`src/rtl/rdlvl_lane_sequencer.sv`:
```
// rdlvl_lane_sequencer
// Walks the enabled byte lanes in ascending order. For each lane it runs gate
// training and then DQ/DQS training, and inserts an idle settle gap after each
// phase. It reports sweep completion, or the lane, phase and cause of the first
// failure.
module rdlvl_lane_sequencer #(
  parameter int LANECOUNT  = 4,
  parameter int TMO_W      = 16,
  parameter int SETTLE_CYC = 4
) (
  input  logic                 SCLK,
  input  logic                 reset_n,
  input  logic                 start,
  input  logic [LANECOUNT-1:0] lane_mask,
  input  logic [TMO_W-1:0]     timeout_limit,
  input  logic [LANECOUNT-1:0] lane_resp,
  input  logic [LANECOUNT-1:0] lane_error,
  output logic [LANECOUNT-1:0] gate_en,
  output logic [LANECOUNT-1:0] rdlvl_en,
  output logic                 busy,
  output logic                 done,
  output logic                 fail,
  output logic [2:0]           fail_lane,
  output logic [1:0]           fail_cause,
  output logic                 fail_phase,
  output logic [2:0]           cur_lane
);

  typedef enum logic [2:0] {
    IDLE, SELECT, GATE, SETTLE_G, RDLVL, SETTLE_R, DONE, FAIL
  } state_t;

  state_t               state, state_nxt;
  logic [LANECOUNT-1:0] mask_q;
  logic [TMO_W-1:0]     tmo_q;
  logic [TMO_W-1:0]     cnt;
  logic [3:0]           search_idx;
  logic                 sel_found;
  logic [2:0]           sel_lane;
  logic                 cur_resp;
  logic                 cur_err;
  logic                 tmo_hit;
  logic                 settle_hit;
  logic                 accept_start;

  // Find the next lane to train, and pick out the active lane's response and error.
  always_comb begin
    sel_found = 1'b0;
    sel_lane  = 3'd0;
    cur_resp  = 1'b0;
    cur_err   = 1'b0;
    for (int i = 0; i < LANECOUNT; i++) begin
      if (!sel_found && mask_q[i] && (4'(i) >= search_idx)) begin
        sel_found = 1'b1;
        sel_lane  = 3'(i);
      end
      if (cur_lane == 3'(i)) begin
        cur_resp = lane_resp[i];
        cur_err  = lane_error[i];
      end
    end
  end

  assign tmo_hit      = (tmo_q != '0) && ((cnt + TMO_W'(1)) == tmo_q);
  assign settle_hit   = (cnt == TMO_W'(SETTLE_CYC - 1));
  assign accept_start = start && ((state == IDLE) || (state == DONE) || (state == FAIL));

  // State register. An asynchronous reset aborts any sweep in progress.
  always_ff @(posedge SCLK or negedge reset_n) begin
    if (!reset_n) state <= IDLE;
    else          state <= state_nxt;
  end

  // Next-state logic. Within a phase, a lane error wins over a response, and a
  // response wins over a timeout.
  always_comb begin
    state_nxt = state;
    case (state)
      IDLE, DONE, FAIL: if (accept_start) state_nxt = SELECT;
      SELECT:   state_nxt = sel_found ? GATE : DONE;
      GATE: begin
        if (cur_err)       state_nxt = FAIL;
        else if (cur_resp) state_nxt = SETTLE_G;
        else if (tmo_hit)  state_nxt = FAIL;
      end
      SETTLE_G: if (settle_hit) state_nxt = RDLVL;
      RDLVL: begin
        if (cur_err)       state_nxt = FAIL;
        else if (cur_resp) state_nxt = SETTLE_R;
        else if (tmo_hit)  state_nxt = FAIL;
      end
      SETTLE_R: if (settle_hit) state_nxt = SELECT;
      default:  state_nxt = IDLE;
    endcase
  end

  // Sweep datapath. The counter restarts on every state change, and the sweep
  // setup plus the failure record are captured at the transitions.
  always_ff @(posedge SCLK or negedge reset_n) begin
    if (!reset_n) begin
      mask_q     <= '0;
      tmo_q      <= '0;
      cnt        <= '0;
      search_idx <= '0;
      cur_lane   <= '0;
      fail_lane  <= '0;
      fail_cause <= '0;
      fail_phase <= 1'b0;
    end else begin
      if (state_nxt != state) cnt <= '0;
      else                    cnt <= cnt + TMO_W'(1);

      if (accept_start) begin
        mask_q     <= lane_mask;
        tmo_q      <= timeout_limit;
        search_idx <= '0;
        cur_lane   <= '0;
        fail_lane  <= '0;
        fail_cause <= '0;
        fail_phase <= 1'b0;
      end

      if ((state == SELECT) && sel_found) cur_lane <= sel_lane;

      if ((state == SETTLE_R) && settle_hit) search_idx <= {1'b0, cur_lane} + 4'd1;

      if ((state_nxt == FAIL) && (state != FAIL)) begin
        fail_lane  <= cur_lane;
        fail_phase <= (state == RDLVL);
        fail_cause <= cur_err ? 2'b01 : 2'b10;
      end
    end
  end

  // Output decode. Enables are one-hot on the active lane and are driven only
  // while a training phase is running.
  always_comb begin
    gate_en  = '0;
    rdlvl_en = '0;
    for (int i = 0; i < LANECOUNT; i++) begin
      gate_en[i]  = (state == GATE)  && (cur_lane == 3'(i));
      rdlvl_en[i] = (state == RDLVL) && (cur_lane == 3'(i));
    end
    busy = (state == SELECT) || (state == GATE) || (state == SETTLE_G) ||
           (state == RDLVL) || (state == SETTLE_R);
    done = (state == DONE);
    fail = (state == FAIL);
  end

endmodule

```
`config.mk`:
```
export PLATFORM = sky130hd
export DESIGN_NAME = rdlvl_lane_sequencer
export DESIGN_NICKNAME = d
export VERILOG_FILES = /design/src/rtl/rdlvl_lane_sequencer.sv
export SDC_FILE = /design/constraint.sdc
export NUM_CORES = 1
export LEC_CHECK = 0
export BUFFER_PORTS_ARGS = -buffer_cell sky130_fd_sc_hd__buf_4
export CAP_MARGIN = 20
export CORE_MARGIN = 10
export CORE_UTILIZATION = 40
export DETAILED_ROUTE_END_ITERATION = 16
export SYNTH_ARGS = -nofsm -noshare
export SYNTH_HDL_FRONTEND = slang
export SYNTH_SLANG_ARGS = --single-unit
```
`constraint.sdc`:
```
create_clock -name SCLK -period 3.79 [get_ports SCLK]
set_clock_uncertainty 0.05 [all_clocks]
set_input_delay 0.1895 -clock SCLK [delete_from_list [all_inputs] [get_ports SCLK]]
set_output_delay 0.1895 -clock SCLK [all_outputs]
set_load 0.03 [all_outputs]
```
Word level (Yosys, flattened, before mapping). Cells that the tools add are included.

Flip-flop bits (word level): 52. Input port bits: 31. Word-level logic and storage cells: 102. Output and inout port bits: 20.

Add/subtract/negate cells: 2. Magnitude comparators: 4. Reduce and logical (&&, ||, !) cells: 36. Equal/unequal tests: 15. Muxes and demuxes: 36.

Operators by type and width (number): two-way mux 3 bit (14); logical AND 1 bit (20); one-hot mux 3 bit (6 select lines) (1); adder 16 x 1 -> 16 bit (second input constant) (1); equality test 16 bit (1); equality test 16 x 2 -> 1 bit (second input constant) (1); two-way mux 16 bit (1); nonzero test 16 bit (1); equality test 3 bit (second input constant) (5); two-way mux 1 bit (15); equality test 3 x 2 -> 1 bit (second input constant) (4); >= comparator 1 x 4 -> 1 bit (first input constant) (2); >= comparator 2 x 4 -> 1 bit (first input constant) (2); two-way mux 4 bit (2); equality test 3 x 1 -> 1 bit (second input constant) (2); logical NOT 3 bit (2); logical OR 1 bit (6); two-way mux 2 bit (3); nonzero test 2 bit (3); adder 3 x 1 -> 4 bit (second input constant) (1); logical NOT 1 bit (3); inequality test 3 bit (1); inequality test 3 bit (second input constant) (1); OR reduction 3 bit (1).

Depth between registers and ports, before layout.
Depth after elaboration: 20. Depth in mapped cells: 12. Mapped depth without buffers: 11.

Worst setup path after synthesis. Ideal clock, no wire load.

Path kind: flip-flop to flip-flop. From: register cnt[0]. To: register fail_lane[0]. Path slack: 0.951 ns. Data required time: 3.618 ns. Cell stages (with the launch flop): 11. Arrival: 2.667 ns. Period minus slack after synthesis: 2.839 ns. Buffers on the path: 0. Cells stage by stage: dfrtp_1 > ha_1 > nand4_4 > nor4_4 > mux2i_1 > a2111oi_2 > nand4_1 > o31a_1 > nor4b_4 > and2_2 > o21ai_1.

Word-level cells in the longest chain between the ends: 10.

Ends and longest elaborated chain: from (decl) (RTL line 36) `logic [TMO_W-1:0] cnt;`; from (signal assigned) (RTL line 111) `else cnt <= cnt + TMO_W'(1);`; adder 16 x 1 -> 16 bit (RTL line 64) `assign tmo_hit = (tmo_q != '0) && ((cnt + TMO_W'(1)) == tmo_q);`; equality test 16 bit (RTL line 64); logical AND 1 bit (RTL line 64); two-way mux 3 bit (RTL line 84, 90); two-way mux 3 bit, on equally long branches (RTL line 89, 83); two-way mux 3 bit, on equally long branches (RTL line 88, 82); one-hot mux 3 bit (6 select lines) (*) (RTL line 78) `case (state)`; equality test 3 bit (*) (RTL line 127) `if ((state_nxt == FAIL) && (state != FAIL)) begin`; logical AND 1 bit (*) (RTL line 127); two-way mux 3 bit or nonzero test 2 bit (tied branches); to (signal assigned) (RTL line 128) `fail_lane <= cur_lane;`; to (decl) (RTL line 23) `output logic [2:0] fail_lane,`.

Every way passes the cells marked *; elsewhere a longest branch is shown, timed or not. A chain may end at the register's enable or synchronous reset.

Worst setup path after layout. Ends and elaborated chain as after synthesis.

==> metrics.md <==
| Metric | Value |
|---|---|
| Top cells by count, synth | dfrtp_1, nor2_1, nand2_1 |
| Critical Path End | fail_lane[0] |
| Max-Cap Viols | 0 |
| Final WS setup | 0.497 ns |
| Layout cells sized above 1 | 26.0% |
| Post-synthesis cell area | roughly 3100 µm² |
| Clock transition at path regs | 0.11 ns |
| Max H-tree Level | 2 |
| Peak Freq | 304 MHz |
| CP arrival | about 3.4 ns |
| Worst Tran Pin Value | 0.635 ns |
| Syn Area/Cell | 9.48 µm² |
| Root Buffer | clkbuf_8 |
| Mux cell area share after synthesis | between 8 and 9% |
| Worst R2R End | fail_lane[0] |
| Drt drc | 0 |
| Post-Synth XOR/XNOR Area | 7.63% |
| Number of synthesized flops with an enable pin | 0 |
| Leak | 1.58 nW |
| Worst r2r src | cnt[0] |
| Flip-flop and latch area | 1230 µm² |
| Met1 Use GR | 17.9% |
| GRT Resource Usage Total | 12.9% |
| Wirelength, routed | 7.58 mm |
| Async SR Flop Fraction | 100% |
| Final Critical Period | 3.29 ns |
| Setup TNS | 0 ns |
| Met2 Use GR | 19.0% |
| Yosys reg bits | 49 |
| Top-area cell type share of the netlist area | roughly 40% |
| Status | complete, no violations |
| Cts bufs inserted | 5 |
| PD cells | between 700 and 800 nW/µm² |
| Die H | 108 µm |
| Initial antenna violation count | 0 |
| Routed Antenna Nets | 0 |
| Layout Nets | between 400 and 500 |
| Drt first pass iters | 5 |
| Filler instances | 734 |
| Busiest grt layer | met2 |
| Row cnt | 32 |
| # setup viols final | 0 |
| DIE WIDTH | 108 µm |
| Main combinational cell family by area after synthesis | simple AND/OR/NAND/NOR gates |
| Pre-CTS WS | roughly 0.52 ns |
| Slew HR | around 58% |
| Port Buf Inserts | 48 |
| Area share of and/or/nand/nor cells after synthesis | 24.9% |
| Reg2Reg Depth | 10 |
| Drt initial violations | ~150 |
| Insertion delay to the later sink of the worst-skew pair | 0.31 ns |
| Remaining Overflow, GRT | 0 |
| Crit path launch type | flop |
| Final period util | 86.9% |
| HPWL after DPL | 5.69 mm |
| # diodes | 0 |
| Routed wire per std cell | 16.1 µm |
| Ys flop type | dfrtp_1 |
| Crit path from | cnt[0] |
| Max FO, Critical Path | 8 |
| Crit. End Element | flop |
| Met3 Track Usage GR | 3.69% |
| Top cells by area, synth | dfrtp_1, mux2_2, xnor2_1 |
| Via count | 2539 |
| Pin count of the biggest net entering global routing | 50 |
| Placer Congestion | ~0.89 |
| Fin. max-slew vios | 0 |
| Die Footprint | ~12000 µm² |
| Kind of critical path | flop to flop |
| Synth Area in Adders | 2.02% |
| Num ports | 51 |
| Worst VDD drop | 0.000314 V |
| CTS resizes | 0 |
| Area occupied by multi-input gates | 1730 µm² |
| Core area | 7650 µm² |
| Hold crit path type | input port to flop |
| Required @ worst endpoint | about 4 ns |
| Post-DR vias/cell | 5.39 |
| Netlist cell types | between 60 and 70 |
| Seq/Total Area, Yosys | 39.5% |
| Post-CTS setup repair buffer count | 0 |
| CTS tree | yes |
| Number of global-route vias before repair | around 2400 |
| Area Growth Syn to Fin | 17.0% |
| Synth Instances | 327 |
| # clock sinks | 49 |
| Synth Area in Compound Gates | 12.7% |
| Clock tree buffer depth | 2 |
| Post-synth top area cell | dfrtp_1 |
| Flop2flop setup slack | 0.50 ns |
| Hold Crit Start | lane_mask[3] |
| Final Hold Viols | 0 |
| Global-route wire length before repair | 12.3 mm |
| Synthesis Warnings | 0 |
| Starting Density | approximately two fifths |
| Unrepaired setup endpoints after global routing | no |
| Leading cell type by number of instances after synthesis | dfrtp_1 |
## worst min-delay path by stage
stage | endpoint | slack [ns] | cells past startpoint
3_3_place_gp | cnt[9] | 0.20 | 1
2_1_floorplan | cnt[0] | -0.16 | 0
6_report | mask_q[3] | 0.05 | 2
4_1_cts | mask_q[3] | 0.04 | 2
5_1_grt | mask_q[3] | 0.04 | 2
3_5_place_dp | cnt[5] | 0.21 | 1
## final cells by class
cell class | count | area share (%)
multi-input combinational | 246 | 47.6
sequential | 49 | 33.8
timing repair buffer | 53 | 11.0
tap | 102 | 3.52
clock buffer | 5 | 1.90
inverter | 13 | 1.34
clock inverter | 3 | 0.793
## layout by cell type (no fill, tap or decap), types with 3 or more instances in the layout
master    instances
a21oi_1          11
nand2_1          25
o21ai_1           4
and3_1            5
buf_4            52
nor4b_1           3
a211o_1           3
clkbuf_8          5
nand4_1           4
o21ai_0           9
nand2b_1          6
mux2_2           20
xnor2_1          20
nor2_1           33
mux2i_1           3
xor2_1            7
nor2b_1           4
inv_1            12
nor4_1           10
nand3_1          14
dfrtp_1          49
a22oi_1           5
and2_1            5
ha_1              5
nor3_1            6
## stage by stage
stage / total power [mW] / hold slack (ns) / std cells / util [%] / instance area, µm²
6_report: 2.57 / 0.0512 / 471 / 47.4 / 3630
4_1_cts: 2.59 / 0.0446 / 471 / 47.4 / 3630
3_3_place_gp: 2.22 / 0.204 / 462 / 46.0 / 3520
2_1_floorplan: 1.86 / -0.156 / 328 / - / 3100
3_5_place_dp: 2.24 / 0.207 / 462 / 46.0 / 3520
5_1_grt: 2.77 / 0.0365 / 471 / 47.4 / 3630
## worst max-delay path, stage by stage, from the launching register on
cell and delay, ns:
dfrtp_1 0.43, ha_1 0.36, nand4_4 0.22, nor4_4 0.37, mux2i_1 0.15, a2111oi_2 0.37
nand4_1 0.20, o31a_1 0.35, nor4b_4 0.34, and2_2 0.26, o21ai_1 0.08
## what timing repair did
item	4_1_cts	5_1_grt
endpoints found under the setup margin	0	0
hold buffers	1	0
endpoints found under the hold margin	49	0
## registers in the layout, summed over array words and instances, names as in the netlist
| name | cells |
|---|---|
| fail_lane | 2 |
| search_idx | 3 |
| fail_cause | 2 |
| state | 3 |
| tmo_q | 16 |
| fail_phase | 1 |
| cur_lane | 2 |
| mask_q | 4 |
| cnt | 16 |
## report_power, final
group          switching (mW)  leakage (nW)  internal, mW
Clock                   0.201        0.0506         0.139
Combinational           0.697         0.907         0.573
Sequential              0.255         0.625         0.701
Total                    1.15          1.58          1.41
## layer usage
| metal | vias up | part of all wire (%) |
|---|---|---|
| li1 | 1247 | - |
| met1 | 1218 | 47 |
| met2 | 67 | 46 |
| met3 | 7 | 6.1 |
| met4 | 0 | 0.83 |
| met5 | - | 0 |
## logic make-up after synthesis
kind of cell,count (synthesis)
AND/OR/NAND/NOR,133
XOR/XNOR,27
other,1
multiplexers,23
adder cells (fa/ha/maj),5
flip-flops,49
buffers and inverters,33
AO/OA/AOI/OAI,56
Note: power is estimated with default switching activity, not from simulation.
